===== config.mk =====
export PLATFORM = sky130hd
export DESIGN_NAME = npc_unit
export DESIGN_NICKNAME = d
export VERILOG_FILES = /design/src/rtl/npc_unit_pkg.sv /design/src/rtl/npc_target.sv /design/src/rtl/npc_unit.sv
export SDC_FILE = /design/constraint.sdc
export NUM_CORES = 1
export LEC_CHECK = 0
export ABC_AREA = 0
export CAP_MARGIN = 40
export CORE_ASPECT_RATIO = 0.8
export CORE_MARGIN = 10
export CORE_UTILIZATION = 40
export DETAILED_ROUTE_END_ITERATION = 8
export PLACE_DENSITY = 0.71
export SLEW_MARGIN = 20
export SYNTH_ARGS = -nofsm -noshare
export SYNTH_HDL_FRONTEND = slang
export SYNTH_SLANG_ARGS = --single-unit
export TNS_END_PERCENT = 100

===== constraint.sdc =====
create_clock -name clk -period 2.6 [get_ports clk]
set_input_delay 0.52 -clock clk [delete_from_list [all_inputs] [get_ports clk]]
set_output_delay 0.52 -clock clk [all_outputs]
set_load 0.02 [all_outputs]

===== src/rtl/npc_unit_pkg.sv =====
// Shared MIPS opcode/funct/regimm-rt codes, reset vector and next-PC types for npc_unit.
// Decode helper classifies a D-stage instruction's control-flow kind.
package npc_unit_pkg;

  localparam logic [31:0] NPC_RESET_PC = 32'h0000_3000;

  localparam logic [5:0] OP_SPECIAL = 6'b000000;
  localparam logic [5:0] OP_REGIMM  = 6'b000001;
  localparam logic [5:0] OP_J       = 6'b000010;
  localparam logic [5:0] OP_JAL     = 6'b000011;
  localparam logic [5:0] OP_BEQ     = 6'b000100;

  localparam logic [4:0] RT_BLTZ    = 5'b00000;
  localparam logic [4:0] RT_BGEZAL  = 5'b10001;

  localparam logic [5:0] FN_JR      = 6'b001000;
  localparam logic [5:0] FN_JALR    = 6'b001001;

  typedef enum logic {
    RUN   = 1'b0,
    FAULT = 1'b1
  } npc_state_t;

  typedef enum logic [1:0] {
    KIND_SEQ = 2'd0,
    KIND_BR  = 2'd1,
    KIND_JMP = 2'd2,
    KIND_REG = 2'd3
  } npc_kind_t;

  function automatic npc_kind_t decode_kind(input logic [31:0] instr);
    npc_kind_t kind;
    kind = KIND_SEQ;
    case (instr[31:26])
      OP_BEQ:     kind = KIND_BR;
      OP_REGIMM:  if (instr[20:16] == RT_BGEZAL || instr[20:16] == RT_BLTZ) kind = KIND_BR;
      OP_J,
      OP_JAL:     kind = KIND_JMP;
      OP_SPECIAL: if (instr[5:0] == FN_JR || instr[5:0] == FN_JALR) kind = KIND_REG;
      default:    kind = KIND_SEQ;
    endcase
    return kind;
  endfunction

endpackage


===== src/rtl/npc_target.sv =====
// Combinational next-PC target select from the D-stage instruction, plus redirect and misalign flags.
// Zero latency; no state, so no backpressure of its own.
module npc_target
  import npc_unit_pkg::*;
(
  input  logic [31:0] instr,
  input  logic [31:0] d_pc,
  input  logic [31:0] f_pc,
  input  logic [31:0] rs_data,
  input  logic        cmp_taken,
  output logic [31:0] target,
  output logic        redirect,
  output logic        is_cf,
  output logic        misalign
);

  npc_kind_t   kind;
  logic [31:0] br_off;
  logic [31:0] br_tgt;
  logic [31:0] jmp_tgt;
  logic [31:0] seq_pc;

  assign kind    = decode_kind(instr);
  assign br_off  = {{14{instr[15]}}, instr[15:0], 2'b00};
  assign br_tgt  = d_pc + 32'd4 + br_off;
  assign jmp_tgt = {d_pc[31:28], instr[25:0], 2'b00};
  assign seq_pc  = f_pc + 32'd4;

  always_comb begin
    target   = seq_pc;
    redirect = 1'b0;
    case (kind)
      KIND_BR: begin
        if (cmp_taken) begin
          target   = br_tgt;
          redirect = 1'b1;
        end
      end
      KIND_JMP: begin
        target   = jmp_tgt;
        redirect = 1'b1;
      end
      KIND_REG: begin
        target   = rs_data;
        redirect = 1'b1;
      end
      default: begin
        target   = seq_pc;
        redirect = 1'b0;
      end
    endcase
  end

  assign is_cf    = (kind != KIND_SEQ);
  assign misalign = (target[1:0] != 2'b00);

endmodule


===== src/rtl/npc_unit.sv =====
// Fetch next-PC unit: holds F_PC, follows D-stage branch/jump redirects, traps misaligned targets.
// New F_PC one edge after D decision; stall freezes F_PC. Optional counters under NPC_STATS_EN.
module npc_unit
  import npc_unit_pkg::*;
#(
  parameter logic [31:0] RESET_PC = NPC_RESET_PC
`ifdef NPC_STATS_EN
  , parameter int CNT_W = 32
`endif
) (
  input  logic             clk,
  input  logic             reset,
  input  logic             stall,
  input  logic [31:0]      D_Instr,
  input  logic [31:0]      D_PC,
  input  logic             cmp_taken,
  input  logic [31:0]      D_rs_data,
  output logic [31:0]      F_PC,
  output logic [31:0]      D_link_pc,
  output logic             redirect,
  output logic             pc_fault
`ifdef NPC_STATS_EN
  , output logic [CNT_W-1:0] br_count
  , output logic [CNT_W-1:0] tk_count
`endif
);

  npc_state_t  state_q, state_d;
  logic [31:0] pc_d;
  logic [31:0] tgt;
  logic        tgt_redirect;
  logic        tgt_is_cf;
  logic        tgt_misalign;
  logic        advance;

  npc_target u_target (
    .instr     (D_Instr),
    .d_pc      (D_PC),
    .f_pc      (F_PC),
    .rs_data   (D_rs_data),
    .cmp_taken (cmp_taken),
    .target    (tgt),
    .redirect  (tgt_redirect),
    .is_cf     (tgt_is_cf),
    .misalign  (tgt_misalign)
  );

  always_ff @(posedge clk or posedge reset) begin
    if (reset) begin
      state_q <= RUN;
      F_PC    <= RESET_PC;
    end else begin
      state_q <= state_d;
      F_PC    <= pc_d;
    end
  end

  // FAULT is terminal until reset: PC frozen and no redirect advertised.
  always_comb begin
    state_d  = state_q;
    pc_d     = F_PC;
    redirect = 1'b0;
    advance  = 1'b0;
    case (state_q)
      RUN: begin
        redirect = tgt_redirect;
        if (!stall) begin
          advance = 1'b1;
          if (tgt_misalign) state_d = FAULT;
          else              pc_d    = tgt;
        end
      end
      FAULT: begin
        state_d = FAULT;
      end
      default: begin
        state_d = RUN;
      end
    endcase
  end

  assign pc_fault  = (state_q == FAULT);
  assign D_link_pc = D_PC + 32'd8;

`ifdef NPC_STATS_EN
  always_ff @(posedge clk or posedge reset) begin
    if (reset) begin
      br_count <= '0;
      tk_count <= '0;
    end else if (advance) begin
      if (tgt_is_cf)    br_count <= br_count + 1'b1;
      if (tgt_redirect) tk_count <= tk_count + 1'b1;
    end
  end
`endif

endmodule


==> results of run 1 <==
-- worst min-delay path by stage --
stage / start / endpoint / slack [ns] / depth (start not counted)
after CTS: F_PC[13] / F_PC[13] / 0.52 / 2
after global routing: F_PC[13] / F_PC[13] / 0.54 / 2
after detailed placement: F_PC[13] / F_PC[13] / 0.51 / 2
after global placement: F_PC[13] / F_PC[13] / 0.50 / 2
after floorplan: F_PC[13] / F_PC[13] / 0.53 / 2
final: F_PC[13] / F_PC[13] / 0.52 / 2
-- tightest hold or removal path, cell delays in order (launching register included) --
cell and delay (ns):
dfstp_2 0.39, nand2_1 0.06, o21ai_0 0.07
-- cells in the final DEF (no fill, tap or decap), types with 6 or more instances in the layout --
cell             instances
buf_4                  195
clkdlybuf4s50_1         98
nand2_1                 48
nor2_1                  44
buf_6                   40
ha_4                    35
dfrtp_1                 31
a21oi_1                 28
o21ai_0                 28
ha_1                    24
xnor2_1                 23
nand3_1                 21
a22oi_1                 20
xor2_1                  20
and3_1                  20
a21o_1                  18
o21ai_1                 16
a21oi_2                 16
dlygate4sd2_1           15
xnor2_2                 12
nand4_1                 12
a22o_1                   9
nand3_4                  9
buf_2                    9
buf_8                    8
nand2_2                  7
clkbuf_16                7
a31oi_4                  6
a221oi_1                 6
inv_1                    6
nor3_1                   6
-- synth_stat cells (all sizes together), types with 2 or more instances --
cell | n | area (um^2)
nor3 | 8 | 40.0
o21a | 4 | 30.0
ha | 59 | 738
nand3b | 2 | 15.0
o211ai | 4 | 43.8
nand3 | 33 | 183
inv | 12 | 45.0
and4 | 6 | 52.6
a211oi | 6 | 45.0
or3 | 6 | 42.5
a221oi | 9 | 78.8
nor2 | 50 | 188
a21boi | 2 | 15.0
a22oi | 20 | 150
a221o | 2 | 20.0
a31oi | 12 | 90.1
a31o | 2 | 17.5
dfrtp | 31 | 776
clkbuf | 18 | 67.6
nor3b | 2 | 15.0
and3 | 22 | 143
dfstp | 2 | 52.6
nand4 | 12 | 75.1
nand2 | 58 | 223
o31ai | 5 | 37.5
buf | 13 | 83.8
a21o | 18 | 135
xnor2 | 35 | 307
nand2b | 2 | 12.5
a22o | 9 | 78.8
o21ai | 49 | 260
o221ai | 4 | 35.0
o22a | 2 | 17.5
o22ai | 5 | 31.3
a21oi | 45 | 225
and2 | 6 | 40.0
xor2 | 24 | 210
or2 | 3 | 18.8
mux2i | 2 | 20.0
o21bai | 2 | 15.0
nor4 | 6 | 67.6
a211o | 3 | 26.3
nor2b | 8 | 50.1
-- cell families after synthesis --
logic type                 synth area share
xor gates and xnor gates              0.104
adders and majority gates             0.153
buffers and inverters                0.0397
and+or+nand+nor                       0.241
DFF                                   0.167
AOI/OAI and AO/OA                     0.290
muxes                               0.00404
-- state kept, by name, indices dropped and copies added (netlist names) --
register  flops
F_PC         32
pc_fault      1
-- power by group --
group          switching (mW)  internal, mW
clock                   0.245         0.383
sequential              0.226         0.678
combinational            1.34          1.42
-- cell type report --
| class | instances | area (um^2) |
|---|---|---|
| multi-input cells | 561 | 5090 |
| clock buffers | 8 | 146 |
| flip-flops and latches | 33 | 828 |
| fillers | 773 | 2310 |
| inverters | 12 | 50.0 |
| well taps | 152 | 190 |
| repair buffers | 387 | 3540 |
-- layer usage --
| metal | vias to the layer above | routed length, um |
|---|---|---|
| met3 | 57 | 2410 |
| li1 | 3147 | - |
| met5 | - | 0 |
| met4 | 0 | 746 |
| met2 | 376 | 11700 |
| met1 | 3252 | 9630 |
-- timing repair --
action | 4_1_cts | 5_1_grt
setup endpoints to repair | 60 | 44
cloned | 3 | 2
setup buffers | 21 | 18
gates resized for setup | 351 | 99
pin swaps | 88 | 77
==> metrics.md, run 1 <==
| Metric | Value |
|---|---|
| Status | `finished with violations` |
| Violations in the final reports | `setup timing` |
| Maximum number of pins on one net before global-route repair | `34` |
| Type of element capturing the critical path | `flop` |
| Net Count, Synth | `796` |
| Antenna violation net count after detailed routing | `0` |
| Last weighted congestion value of the routability-driven placer | `0.929` |
| Met1 demand-to-capacity share in global routing | `0.324` |
| Maximum vdd drop | `0.348 mV` |
| Place WS | `-1.21 ns` |
| Max_slew headroom | `0.602` |
| Total GRT Usage | `0.263` |
| Max-Cap Viols | `0` |
| Total power | `~4.3 mW` |
| Global routing met3 resource utilization | `0.0611` |
| Number of design-rule violations left by the first detailed-router iteration | `about 580` |
| Number of antenna diodes | `0` |
| Unrepaired setup endpoints after global routing | `true` |
| Count of input and output buffers | `165` |
| Number of enable flip-flop cells after synthesis | `0` |
| Worst R2R Setup Slack | `0.02 ns` |
| Overall die width | `144 um` |
| Cell row count | `36` |
| Global-route congestion overflow total | `0` |
| Number of gates on the worst path with buffers counted | `15` |
| Die area | `about 0.017 mm^2` |
| Layout cell share with drive strength beyond 1 | `0.435` |
| Number of buffers inserted by hold repair at cts | `0` |
| Path depth of the worst reg2reg path | `10` |
| Std-Cell Core Area | `0.0122 mm^2` |
| Post-route cell area | `0.00985 mm^2` |
| Final worst-path cycle share | `1.13` |
| Antenna violations before repair | `0` |
| Number of global-route vias before repair | `7,015` |
| Min-Delay Path Class | `flop to flop` |
| Peak-usage layer in the global routing report | `met2` |
| Root cell of the clock tree | `clkbuf_16` |
| Cell Pwr Density | `436 mW/mm^2` |
| Wire length reported by the detailed router | `around 25,000 um` |
| F_max | `339 MHz` |
| Worst path buffer plus inverter count | `3` |
| Clock insertion delay at the later pin of the skew report | `0.29 ns` |
| Via/cell ratio | `5.93` |
| Time the worst path needs with I/O delays and setup | `2.95 ns` |
| Total number of vias | `6,832` |
| Final Slew Violations | `0` |
| Worst setup path startpoint | `D_PC[3]` |
| Count of state elements after synthesis | `33` |
| Final setup margin | `-0.350 ns` |
| CTS buffer count | `5` |
| # placed instances | `1,107` |
| Die height | `120 um` |
| Final core utilization | `0.810` |
| Worst setup path endpoint | `F_PC[29]` |
| Distinct cells, synth | `73` |
| Terminus of the critical flop-to-flop path | `F_PC[30]` |
| Static Leakage | `4.30 nW` |
| Worst clock skew | `0.00912 ns` |
| Startpoint-to-endpoint class of the critical path | `primary input to flop` |
| RR Startpoint | `F_PC[3]` |
| CTS tree | `built` |
| Worst slew pin tran | `0.595 ns` |
| Synthesis warning total | `0` |
| Main synth FF type | `dfrtp_1` |
| Element type at the critical path start | `primary input` |
| Clk buf depth | `2` |
| Area of placed instances | `0.00838 mm^2` |
| Final setup TNS | `-2.74 ns` |
| DP Wirelength | `between 15,000 and 20,000 um` |
| Number of hold violations in the final report | `0` |
| Post-Syn Area | `0.00495 mm^2` |
| Ys async rst share | `1.00` |
| Remaining routing DRC violations | `0` |
| Global-route wire length before repair | `36,800 um` |
| H-Tree Level Count | `2` |
| Starting utilization of the core area | `0.407` |
| Met2 track demand over resource in global routing | `0.437` |
| Final-stage net count | `1,160` |
| Highest-delay cell along the critical path | `fa_2` |
| Sequential-to-total area share from yosys stat | `0.167` |
| Post-Syn Area per Cell | `7.79 um^2` |
| WHS | `between 0.5 and 0.6 ns` |
| Highest cell delay on the worst timing path | `0.42 ns` |
| First-pass DRT Iterations | `5` |
| Number of ports placed on the die boundary | `around 170` |
| Cell Chain, Critical Path | `buf_8 > ha_4 > ha_4 > inv_2 > fa_2 > nor2b_4 > o2111ai_4 > a21boi_2 > a31o_4 > a31o_4 > and2_4 > buf_6 > or3b_1 > a21oi_2 > o31ai_1` |
| Count of non-filler cells in the finished layout | `1,153` |
| Layout overhead on the synthesized area | `98.9%` |
| # setup viols final | `24` |
| Required @ worst endpoint | `2.78 ns` |
| Number of standard cells after synthesis | `approximately 640` |
| CP delay by family, top | `compound AO/OA/AOI/OAI gates` |
| Critical path peak fanout | `3` |
| Wirelength per Cell | `21.3 um` |
| Post-CTS clock slew at the launch and capture registers of the worst setup and hold paths | `0.06 ns` |
| Number of sinks driven by the clock tree | `33` |
| Critical Path AT | `3.13 ns` |
(Power assumes the default switching activity.)
==> run 2: changes to the inputs <==
- CORE_MARGIN: 10 -> 2
==> metrics.md, run 2 (synthesis results as in run 1) <==
| Metric | Value |
|---|---|
| Status | `finished with violations` |
| Violations in the final reports | `setup timing` |
| Cell Pwr Density | `429 mW/mm^2` |
| Number of design-rule violations left by the first detailed-router iteration | `540` |
| Max-Cap Viols | `0` |
| Cell row count | `36` |
| Final setup margin | `-0.274 ns` |
| Worst R2R Setup Slack | `0 ns` |
| Overall die width | `128 um` |
| Final-stage net count | `1,155` |
| Last weighted congestion value of the routability-driven placer | `0.940` |
| Remaining routing DRC violations | `0` |
| Type of element capturing the critical path | `flop` |
| Area of placed instances | `0.00837 mm^2` |
| Number of global-route vias before repair | `6,580` |
| Std-Cell Core Area | `approximately 0.012 mm^2` |
| Critical Path AT | `a little over 3 ns` |
| Static Leakage | `4.20 nW` |
| Largest Register | `F_PC` |
| Final setup TNS | `-2.61 ns` |
| WHS | `0.506 ns` |
| DP Wirelength | `16,100 um` |
| Final core utilization | `0.788` |
| Count of input and output buffers | `~170` |
| Total number of vias | `6,735` |
| Number of antenna diodes | `0` |
| Antenna violations before repair | `0` |
| Layout cell share with drive strength beyond 1 | `0.411` |
| Post-CTS clock slew at the launch and capture registers of the worst setup and hold paths | `0.05 ns` |
| F_max | `348 MHz` |
| Maximum vdd drop | `0.474 mV` |
| Worst clock skew | `0.00695 ns` |
| Element type at the critical path start | `primary input` |
| Critical path peak fanout | `2` |
| Leading cell type in the layout, fill and taps excluded | `buf_4` |
| Worst slew pin tran | `0.493 ns` |
| Clock insertion delay at the later pin of the skew report | `0.29 ns` |
| Fillers | `approximately 810` |
| Wire length reported by the detailed router | `21,700 um` |
| Total GRT Usage | `0.306` |
| H-Tree Level Count | `2` |
| Die area | `0.0133 mm^2` |
| Max_slew headroom | `0.670` |
| CTS buffer count | `5` |
| Min-Delay Path Class | `flop to flop` |
| Highest-count cells in the layout ignoring fill and taps | `buf_4 (196), clkdlybuf4s50_1 (96), nand2_1 (49)` |
| CTS tree | `built` |
| Required @ worst endpoint | `2.77 ns` |
| Via/cell ratio | `5.87` |
| # setup viols final | `21` |
| Unrepaired setup endpoints after global routing | `true` |
| Layout overhead on the synthesized area | `92.7%` |
| Root cell of the clock tree | `clkbuf_16` |
| Clk buf depth | `2` |
| Global-route congestion overflow total | `0` |
| Final worst-path cycle share | `1.11` |
| Number of hold violations in the final report | `0` |
| Startpoint-to-endpoint class of the critical path | `primary input to flop` |
| Die height | `104 um` |
| Total power | `4.09 mW` |
| Time the worst path needs with I/O delays and setup | `2.87 ns` |
| Final Slew Violations | `0` |
| Flip-flop count of the largest register after layout | `32` |
| Global-route wire length before repair | `33,000 um` |
| Number of ports placed on the die boundary | `between 150 and 200` |
| Number of sinks driven by the clock tree | `33` |
| Starting utilization of the core area | `0.409` |
| Antenna violation net count after detailed routing | `0` |
| Wirelength per Cell | `~19 um` |
| First-pass DRT Iterations | `8` |
| Post-route cell area | `0.00954 mm^2` |
| Maximum number of pins on one net before global-route repair | `34` |
[run 2: cell count changes in the layout (fill, tap and decap cells not counted), moves of 3 or more]
cell            before  now
buf_2                9   18
buf_6               40   31
a21oi_2             16   12
a21oi_1             28   31
buf_8                8    5
dlymetal6s2s_1       3    6
ha_2                 0    3
nor2_1              44   47
nor2_2               4    1
[run 2: per-stage QoR]
stage                     setup slack [ns]  instances
after global placement               -1.08       1104
final                               -0.274       1148
after CTS                           -0.267       1135
after detailed placement             -1.14       1104
after global routing                -0.331       1148
after floorplan                     -0.322        636
[run 2: per-layer routing]
metal	part of all wire	global-route usage	vias to the layer above	routed length, um
met4	0.021	0.0863	0	464
met1	0.42	0.409	3212	9040
li1	-	-	3133	-
met2	0.49	0.513	342	10600
met3	0.077	0.0460	48	1670
met5	0	0	-	0
[run 2: final cells by class]
cell class / instances / area [um^2] / area share
repair buffers: 382 / 3390 / 0.355
flip-flops and latches: 33 / 828 / 0.0868
well taps: 152 / 190 / 0.0199
clock buffers: 8 / 136 / 0.0143
inverters: 12 / 47.5 / 0.00498
multi-input cells: 561 / 4950 / 0.519
[run 2: timing repair]
| item | in CTS | in global routing |
|---|---|---|
| pin swaps | 96 | 72 |
| endpoints found under the setup margin | 60 | 47 |
| setup buffers | 22 | 16 |
| gates cloned | 2 | 1 |
| gates resized for setup | 337 | 75 |
| hold buffers | 0 | 0 |
[run 2: worst paths after layout]
| check | cells past startpoint | from | end |
|---|---|---|---|
| hold reg to reg | 2 | F_PC[12] | F_PC[12] |
| setup reg to reg | 9 | F_PC[13] | F_PC[30] |
| hold / removal | 2 | F_PC[12] | F_PC[12] |
| min in group asynchronous | 3 | reset | F_PC[1] |
| setup / recovery | 14 | D_PC[7] | F_PC[29] |
| max in group asynchronous | 3 | reset | F_PC[13] |
[run 2: critical path: stages]
cell      delay [ns]
buf_8           0.10
buf_6           0.11
ha_4            0.26
ha_4            0.19
a21o_1          0.21
a21oi_2         0.20
a21boi_2        0.10
a31o_4          0.26
a31o_1          0.24
and2_4          0.16
buf_6           0.11
or3b_1          0.34
a21oi_1         0.14
o31ai_1         0.08
[run 2: where the power goes]
part           leakage, nW  switching [mW]  total, mW  internal (mW)
clock network       0.0652           0.228      0.585          0.357
logic                 3.72            1.25       2.59           1.34
registers            0.409           0.235      0.914          0.678
==> run 3: changes to the inputs <==
- SLEW_MARGIN: 20 -> 0
==> results of run 3 <==
No change in the layout: final DEF, timing and power equal those of run 2.
